--- config.mk ---
export PLATFORM = sky130hd
export DESIGN_NAME = ontransit_initiator
export DESIGN_NICKNAME = d
export VERILOG_FILES = /design/src/rtl/ontransit_initiator.sv
export SDC_FILE = /design/constraint.sdc
export NUM_CORES = 1
export LEC_CHECK = 0
export ABC_AREA = 1
export CORE_MARGIN = 10
export CORE_UTILIZATION = 45
export DETAILED_ROUTE_END_ITERATION = 16
export HOLD_SLACK_MARGIN = 0.03
export PLACE_DENSITY = 0.73
export SYNTH_ARGS = -nofsm -noshare
export SYNTH_HDL_FRONTEND = slang
export SYNTH_SLANG_ARGS = --single-unit
--- constraint.sdc ---
create_clock -name clk -period 1.6 [get_ports clk]
set_input_delay 0.16 -clock clk [delete_from_list [all_inputs] [get_ports clk]]
set_output_delay 0.16 -clock clk [all_outputs]
set_load 0.1 [all_outputs]
--- src/rtl/ontransit_initiator.sv ---
// ontransit_initiator
//   Initiator end of the do/g/s on-transit handshake. A burst command
//   (unit count) is taken from the control interface. The initiator then
//   raises 'do' towards the responder and counts grant pulses 'g' until the
//   burst is complete. After that it drops 'do' and waits for the stop
//   acknowledge 's' before it returns to IDLE.
//
// Optional feature macro: ONTRANSIT_TIMEOUT_EN
//   When defined, a watchdog aborts a burst with an err pulse. It fires after
//   TO_CYCLES consecutive cycles in RUN without g, or in WAIT_S without s.
//   When undefined, there is no watchdog and the initiator waits forever.
//
// Ports
//   clk        in   system clock, rising edge
//   rst_n      in   synchronous active-low reset
//   cmd_valid  in   command offered
//   cmd_len    in   grants to collect (0 = null command, completes at once)
//   cmd_ready  out  high while IDLE (combinational from state)
//   o_do       out  request to responder, registered ('do' is a reserved word)
//   g          in   grant pulse, one unit per high cycle
//   s          in   stop acknowledge
//   busy       out  state != IDLE, registered
//   done       out  one-cycle pulse: burst completed and acknowledged
//   err        out  one-cycle pulse: early stop or watchdog abort
//   dbg_state  out  current FSM state encoding (0 IDLE, 1 RUN, 2 WAIT_S)
//
// Handshake: a command transfers on a rising edge where cmd_valid and
// cmd_ready are both high; cmd_len must be stable while cmd_valid is high.
module ontransit_initiator #(
  parameter int LEN_W     = 8,
  parameter int TO_W      = 8,
  parameter int TO_CYCLES = 200
) (
  input  logic             clk,
  input  logic             rst_n,
  input  logic             cmd_valid,
  input  logic [LEN_W-1:0] cmd_len,
  output logic             cmd_ready,
  output logic             o_do,
  input  logic             g,
  input  logic             s,
  output logic             busy,
  output logic             done,
  output logic             err,
  output logic [1:0]       dbg_state
);

  typedef enum logic [1:0] {
    ST_IDLE   = 2'd0,
    ST_RUN    = 2'd1,
    ST_WAIT_S = 2'd2
  } state_t;

  state_t           r_state;
  logic [LEN_W-1:0] r_remaining;
  logic             r_do;
  logic             r_busy;
  logic             r_done;
  logic             r_err;

  state_t           w_next_state;
  logic [LEN_W-1:0] w_next_remaining;
  logic             w_next_do;
  logic             w_next_done;
  logic             w_next_err;
  logic             w_last;
  logic             w_timeout;

  // Current grant is the final unit of the burst.
  assign w_last = (r_remaining == LEN_W'(1));

`ifdef ONTRANSIT_TIMEOUT_EN
  logic [TO_W-1:0] r_wd;
  logic            w_wd_clr;

  // The counter holds the number of idle cycles already seen. The abort
  // therefore happens on the cycle that would make it reach TO_CYCLES.
  assign w_timeout = (r_wd == TO_W'(TO_CYCLES - 1));

  // Activity is g in RUN or s anywhere. Any state change also restarts
  // the count, so each RUN/WAIT_S entry begins from zero.
  assign w_wd_clr = (r_state == ST_IDLE) || (w_next_state != r_state) ||
                    ((r_state == ST_RUN) && g) || s;

  always_ff @(posedge clk) begin
    if (!rst_n) begin
      r_wd <= '0;
    end else if (w_wd_clr) begin
      r_wd <= '0;
    end else begin
      r_wd <= r_wd + TO_W'(1);
    end
  end
`else
  // No watchdog in this build; the parameters are only folded here.
  logic w_unused_cfg;
  assign w_unused_cfg = ^{TO_W[0], TO_CYCLES[0]};
  assign w_timeout    = 1'b0;
`endif

  always_comb begin
    w_next_state     = r_state;
    w_next_remaining = r_remaining;
    w_next_do        = 1'b0;
    w_next_done      = 1'b0;
    w_next_err       = 1'b0;
    case (r_state)
      ST_IDLE: begin
        // g and s are ignored here.
        if (cmd_valid) begin
          if (cmd_len != '0) begin
            w_next_remaining = cmd_len;
            w_next_do        = 1'b1;
            w_next_state     = ST_RUN;
          end else begin
            w_next_done = 1'b1;
          end
        end
      end
      ST_RUN: begin
        w_next_do = 1'b1;
        // Guarded decrement: the counter can never wrap below zero.
        if (g && (r_remaining != '0)) begin
          w_next_remaining = r_remaining - LEN_W'(1);
        end
        if (s) begin
          // Stop with the final grant is a clean finish that skips WAIT_S.
          // Any other stop in RUN is an early stop.
          w_next_do    = 1'b0;
          w_next_state = ST_IDLE;
          if (g && w_last) begin
            w_next_done = 1'b1;
          end else begin
            w_next_err = 1'b1;
          end
        end else if (g) begin
          if (w_last) begin
            w_next_do    = 1'b0;
            w_next_state = ST_WAIT_S;
          end
        end else if (w_timeout) begin
          w_next_do    = 1'b0;
          w_next_err   = 1'b1;
          w_next_state = ST_IDLE;
        end
      end
      ST_WAIT_S: begin
        if (s) begin
          w_next_done  = 1'b1;
          w_next_state = ST_IDLE;
        end else if (w_timeout) begin
          w_next_err   = 1'b1;
          w_next_state = ST_IDLE;
        end
      end
      default: begin
        w_next_state = ST_IDLE;
      end
    endcase
  end

  always_ff @(posedge clk) begin
    if (!rst_n) begin
      r_state     <= ST_IDLE;
      r_remaining <= '0;
      r_do        <= 1'b0;
      r_busy      <= 1'b0;
      r_done      <= 1'b0;
      r_err       <= 1'b0;
    end else begin
      r_state     <= w_next_state;
      r_remaining <= w_next_remaining;
      r_do        <= w_next_do;
      r_busy      <= (w_next_state != ST_IDLE);
      r_done      <= w_next_done;
      r_err       <= w_next_err;
    end
  end

  assign cmd_ready = (r_state == ST_IDLE);
  assign o_do      = r_do;
  assign busy      = r_busy;
  assign done      = r_done;
  assign err       = r_err;
  assign dbg_state = r_state;

endmodule
* Word-level counts from Yosys, hierarchy flattened
Cells that the tools add are included.
** Storage, ports and cells
- Register bits after elaboration :: 14
- Bits in latches :: 0
- Memory bits (writable) :: 0
- Bits in read-only memories :: 0
- Output and inout port bits :: 7
- Logic and storage cells :: 46
- Memories :: 0
** Cells by class
- Add/sub/neg operators :: 1
- Multipliers :: 0
- Div/mod/pow operators :: 0
- Magnitude comparators :: 0
- Equality and inequality tests :: 6
- Shifts and indexed selects :: 0
- Mux-type cells :: 24
- Bitwise logic cells :: 0
- Reduce and logical (&&, ||, !) cells :: 9
** Operators by type and width (count)
- 8-bit 2-to-1 mux :: 3
- 8-bit one-hot mux with 2 select lines :: 1
- 8-bit nonzero test :: 2
- 2-bit 2-to-1 mux :: 6
- 1-bit 2-to-1 mux :: 11
- 8-bit by 1-bit == test with 1-bit output, second input constant :: 1
- 8-bit by 1-bit subtractor with 8-bit output, second input constant :: 1
- 2-bit one-hot mux with 3 select lines :: 1
- 2-bit inequality test, second input constant :: 2
- 4-bit AND reduction :: 1
- 2-bit nonzero test :: 2
- 1-bit one-hot mux with 3 select lines :: 1
- 3-bit AND reduction :: 1
- 2-bit by 1-bit == test with 1-bit output, second input constant :: 1
- 2-bit == test, second input constant :: 1
- 1-bit logical AND :: 2
- 2-bit zero test :: 1
- 2-bit by 1-bit inequality test with 1-bit output, second input constant :: 1
- 1-bit one-hot mux with 2 select lines :: 1

* Longest topological paths before layout
- Word-level depth :: 6
- Depth in mapped cells :: 10
- Depth with buffers taken out :: 9

* Least setup slack after synthesis
OpenSTA, ideal clock, no wires.
- Path type :: register -> register
- Start point :: reg r_state[0] (netlist: dbg_state[0])
- End point :: reg r_remaining[5]
- Library setup time :: 115 ps
- Arrival :: 1850 ps
- Setup slack :: -365 ps
- Cell stages (with the launch flop) :: 9
- Clock period less this slack :: 1965 ps
- Cell sequence :: dfxtp_1 nand2_1 nor2_2 o21ai_4 nand2_2 buf_6 nand3b_2 nand2_1 nor2_1
** On the way
- Word-level cells in the longest chain between the ends :: 3
- Elaborated cells between the ends (all ways) :: 8
- Classes of those cells :: eq/ne (4); mux (1); reduce/logical (3)
** Ends and longest elaborated chain
- start, declared :: RTL line 54 : state_t r_state;
- start signal, assigned :: RTL line 171 : r_state <= w_next_state;
- 2-bit by 1-bit == test with 1-bit output or 2-bit zero test (tied branches) :: RTL line 107 : case (r_state)
- 2-bit inequality test (no source line), or another cell as far along
- 4-bit AND reduction (no source line)
- end signal, assigned :: RTL line 172 : r_remaining <= w_next_remaining;
- end, declared :: RTL line 55 : logic [LEN_W-1:0] r_remaining;
Parallel ways exist; a longest one is shown, timed or not.
A chain may end at the register's enable or synchronous reset.

* Worst setup path in the final report
- Start point :: reg r_remaining[1]
- End point :: reg r_remaining[7]
** On the way
- Word-level cells in the longest chain between the ends :: 4
- Elaborated cells between the ends (all ways) :: 7
- Classes of those cells :: add/sub (1); eq/ne (1); mux (2); reduce/logical (3)
** Ends and longest elaborated chain
- parallel branches: the longest is 4 deep, another holds 8-bit by 1-bit subtractor with 8-bit output
Parallel ways; which one is timed is not known. The select of a mux whose other input is x is not followed.

==> results <==
- The flow ran to the end, and the final reports show no timing, DRC or antenna violations.
- The most frequent cell on the critical path is sky130_fd_sc_hd__nand2_1.
- The global-route wire length before repair is 3900 µm.
- A synthesized cell averages roughly 6.6 µm².
- The setup TNS is 0 ns.
- The slowest stage of the critical path is the sky130_fd_sc_hd__dfxtp_1 cell.
- Pin placement for this block handled 20 I/O pins.
- Clock tree synthesis selected as its root buffer the cell sky130_fd_sc_hd__clkbuf_4.
- The post-layout worst setup margin is roughly 0.18 ns.
- The setup slack at placement is approximately 0.037 ns.
- The worst hold path terminates at r_remaining[7].
- Summed over all nets, the switching power comes to ~380 µW.
- Net switching is 36.1% of the power.
- The worst setup path is launched from a register.
- The area added between synthesis and finish is 38.5%.
- Yosys mapped the design onto 25 distinct sky130hd cell types.
- The hold slack is 0.496 ns.
- The clock network is responsible for between 20% and 30% of the overall power.
- The share of the clock period used by the worst path after layout is 88.6%.
- The number of antenna violations at the first check in global routing is 0.
- The number of buffers and inverters on the critical path is 1.
- The startpoint identified for the worst register-to-register timing path is r_remaining[1].
- The violation count after the first detailed-route iteration is 23.
- The total global-route track usage is 11.4%.
- The final cell count without fillers is between 150 and 200.
- During synthesis, Yosys emitted a total of 0 warnings.
- At the end of routability-driven placement, the weighted congestion stood at 0.862.
- The critical path capture point type is a register.
- The average vias per placed instance is 4.94.
- The startpoint-to-endpoint class of the critical path is register to register.
- Power spread over the standard cell area amounts to 836 nW/µm².
- The mapped netlist covers 901 µm².
- Clock skew on the completed layout was measured at 0.00241 ns.
- The path class of the lowest-slack min-delay path is register to register.
- When the netlist entered floorplanning its net count stood at around 150.
- The number of standard cells after synthesis is between 100 and 150.
- The average routed wire per standard cell is 11.6 µm.
- Subtracting the final worst setup slack from the clock period gives about 1.4 ns.
- The HPWL after detailed placement is approximately 1700 µm.
- The dominant delay contributor by cell family on the critical path is simple AND/OR/NAND/NOR gates.
- Setup violations remaining at the end of the flow were counted as 0.
- The total number of nets in the final design is 177.
- In the routed design, unresolved DRC markers number 0.
- Sequential cells were found to cover just over 30% of the synthesized design area.
- Buffers inserted during clock tree synthesis total 3.
- Entering global routing, the biggest net connects 13 pins.
- The die outline width is between 60 and 70 µm.
- The register clock-pin slew on the reported worst setup and hold paths is ~0.090 ns.
- The tree built by TritonCTS fans out to 14 sinks.
- In this run the tightest slew margin relative to its limit is ~84%.
- Cells with a size suffix above 1 make up a little under a fifth of the layout.
- Once the floorplan was initialized, standard cells occupied between 40% and 50% of the core.
- On the worst path, the slowest cell contributes a delay of around 0.33 ns.
- The hold violation count in the final report came to 0.
- The max-slew violation count was 0.
- The number of register bits inferred by synthesis is 14.
- Registers are responsible for between 30% and 40% of the overall power.
- STA puts the critical path data required time at 1.82 ns.
- Walking the worst path, the cells encountered are inv_1 -> ha_1 -> nand2_2 -> o21ai_4 -> nand2_4 -> nand2_1 -> nand2_1 -> a21oi_1.
- The die is between 60 and 70 µm tall.
- Cell internal power was estimated by the tool at 667 µW.
- IR analysis of the VDD net gives a maximum drop of about 500 µV.
- The clock tree from TritonCTS is built.
- The maximum number of buffers from clock root to sink is 2.
- In this run the register-to-register setup slack is ~0.18 ns.
- The placeable core region is 1940 µm².
- At the pin with the least slew margin, the transition time is between 0.2 and 0.25 ns.
- The utilization after layout is between 60% and 70%.
- Measured in cells, the most critical reg-to-reg path has a length of 8.
- The count of buffers added on input and output ports is 19.
- Counting instances, the worst hold path has a depth of 2.
- The number of antenna diodes in the final layout is 0.
- The routed design has ~2200 µm of wire.
- The worst register-to-register path ends at r_remaining[7].
- The die outline area is between 4000 and 5000 µm².
- The number of nets still failing antenna checks after routing is 0.
- The total of max-cap violations is 0.
- Of the total power, combinational logic draws a little over a third.
- The post-placement cell count is ~180.
- For this design the static power due to leakage is between 0.5 and 0.6 nW.
- The detailed-route via count is about 900.
- The upper clock frequency limit is around 710 MHz.
- The number of stages on the worst setup path is 8.
- The source-to-sink clock delay at the later pin of the worst-skew pair is about 0.28 ns.
- In this run the worst path has a maximum fanout of 12.
- Setup repair after global routing left no endpoint under its margin.
- The startpoint of the worst hold path is r_remaining[7].
- The remaining global-route overflow is 0.
- The detailed-routing iteration count for the pre-antenna-repair pass is 4.
- CTS built an H-tree with a depth of 1.
- STA puts the critical path data arrival time at approximately 1.6 ns.
- The number of global-route vias before repair was approximately 900.
- The floorplan row count is 16.
==> layout by cell type, fill, tap and decap left out, types with 2 or more instances in the layout <==
| cell | count |
|---|---|
| sky130_fd_sc_hd__a21oi_1 | 7 |
| sky130_fd_sc_hd__buf_12 | 7 |
| sky130_fd_sc_hd__buf_4 | 4 |
| sky130_fd_sc_hd__clkbuf_4 | 3 |
| sky130_fd_sc_hd__clkdlybuf4s50_1 | 12 |
| sky130_fd_sc_hd__dfxtp_1 | 12 |
| sky130_fd_sc_hd__dfxtp_2 | 2 |
| sky130_fd_sc_hd__ha_1 | 3 |
| sky130_fd_sc_hd__inv_1 | 15 |
| sky130_fd_sc_hd__inv_2 | 2 |
| sky130_fd_sc_hd__nand2_1 | 37 |
| sky130_fd_sc_hd__nand3_1 | 13 |
| sky130_fd_sc_hd__nand3_2 | 2 |
| sky130_fd_sc_hd__nand4_1 | 4 |
| sky130_fd_sc_hd__nor2_1 | 17 |
| sky130_fd_sc_hd__nor2_2 | 2 |
| sky130_fd_sc_hd__o21ai_0 | 3 |
| sky130_fd_sc_hd__o21ai_4 | 2 |
| sky130_fd_sc_hd__xor2_1 | 2 |
==> layout make-up <==
class                   count  area [µm²]
well taps                  27        33.8
repair buffers             23         290
clock buffers               4        36.3
fillers                   192         694
inverters                  18        67.6
multi-input cells         101         537
flip-flops and latches     14         283
==> synth_stat cells <==
library cell               count  area [µm²]
sky130_fd_sc_hd__o21ai_4       2        32.5
sky130_fd_sc_hd__o21ai_0       3        15.0
sky130_fd_sc_hd__a21boi_0      1        7.51
sky130_fd_sc_hd__dfxtp_1      14         280
sky130_fd_sc_hd__inv_1        15        56.3
sky130_fd_sc_hd__nand2_2       2        12.5
sky130_fd_sc_hd__nand3_1      13        65.1
sky130_fd_sc_hd__nand4_1       4        25.0
sky130_fd_sc_hd__xor2_1        2        17.5
sky130_fd_sc_hd__nor2_2        2        12.5
sky130_fd_sc_hd__nor3_1        1        5.00
sky130_fd_sc_hd__nor2_4        1        11.3
sky130_fd_sc_hd__clkinv_1      1        3.75
sky130_fd_sc_hd__buf_2         2        10.0
sky130_fd_sc_hd__nand3b_1      1        7.51
sky130_fd_sc_hd__nand3b_2      1        11.3
sky130_fd_sc_hd__nand2_1      37         139
sky130_fd_sc_hd__a21oi_1       7        35.0
sky130_fd_sc_hd__or2_1         1        6.26
sky130_fd_sc_hd__buf_6         1        11.3
sky130_fd_sc_hd__nor3b_1       1        7.51
sky130_fd_sc_hd__inv_2         2        7.51
sky130_fd_sc_hd__ha_1          3        37.5
sky130_fd_sc_hd__nor2_1       17        63.8
sky130_fd_sc_hd__nand3_2       2        20.0
==> state kept, by name, summed over array words and instances, names as in the netlist <==
signal,flops
r_remaining,8
dbg_state,2
err,1
busy,1
done,1
o_do,1
==> power groups by stage <==
stage | Clock, mW | Combinational, mW | Sequential, mW
final | 0.260 | 0.375 | 0.408
after global routing | 0.287 | 0.419 | 0.411
after floorplan | 0 | 0.218 | 0.455
after detailed placement | 0 | 0.372 | 0.415
after CTS | 0.268 | 0.375 | 0.407
after global placement | 0 | 0.368 | 0.414
==> worst max path at each step <==
stage | startpoint | to
2_1_floorplan | dbg_state[0] | r_remaining[5]
3_3_place_gp | cmd_len[7] | r_remaining[5]
3_5_place_dp | cmd_len[4] | r_remaining[2]
4_1_cts | r_remaining[0] | r_remaining[2]
5_1_grt | r_remaining[1] | r_remaining[2]
6_report | r_remaining[1] | r_remaining[7]
==> metal layers <==
| layer | GRT usage, % | wire [µm] | up-vias |
|---|---|---|---|
| li1 | - | - | 481 |
| met1 | 13.6 | 1040 | 421 |
| met2 | 18.5 | 1050 | 17 |
| met3 | 2.41 | 62 | 4 |
| met4 | 6.42 | 27 | 0 |
| met5 | 0 | 0 | - |
==> through the flow <==
| step | total power [mW] | cell area, µm² |
|---|---|---|
| floorplan | 0.672 | 903 |
| global placement | 0.782 | 1210 |
| detailed placement | 0.788 | 1210 |
| CTS | 1.05 | 1240 |
| global route | 1.12 | 1250 |
| finish | 1.04 | 1250 |
==> worst reg2reg max path, cell delays in order (launching register included) <==
cell and delay, ns:
sky130_fd_sc_hd__dfxtp_1 0.33, sky130_fd_sc_hd__inv_1 0.14, sky130_fd_sc_hd__ha_1 0.18, sky130_fd_sc_hd__nand2_2 0.07
sky130_fd_sc_hd__o21ai_4 0.23, sky130_fd_sc_hd__nand2_4 0.15, sky130_fd_sc_hd__nand2_1 0.08, sky130_fd_sc_hd__nand2_1 0.05
sky130_fd_sc_hd__a21oi_1 0.12
==> repair_timing <==
item,in CTS,in global routing
hold buffers,0,0
setup endpoints to repair,0,1
buffers inserted,0,0
gates resized for setup,0,1
==> kinds of logic (layout without fill, tap and decap cells) <==
kind of cell,Yosys count,in the layout,share of synthesized area (%)
compound gates,13,13,10.0
xor+xnor,2,2,1.94
fa+ha+maj,3,3,4.17
buf+inv,21,45,9.86
flops,14,14,31.1
simple gates,83,83,42.9
Power figures use the tool's default switching activity.
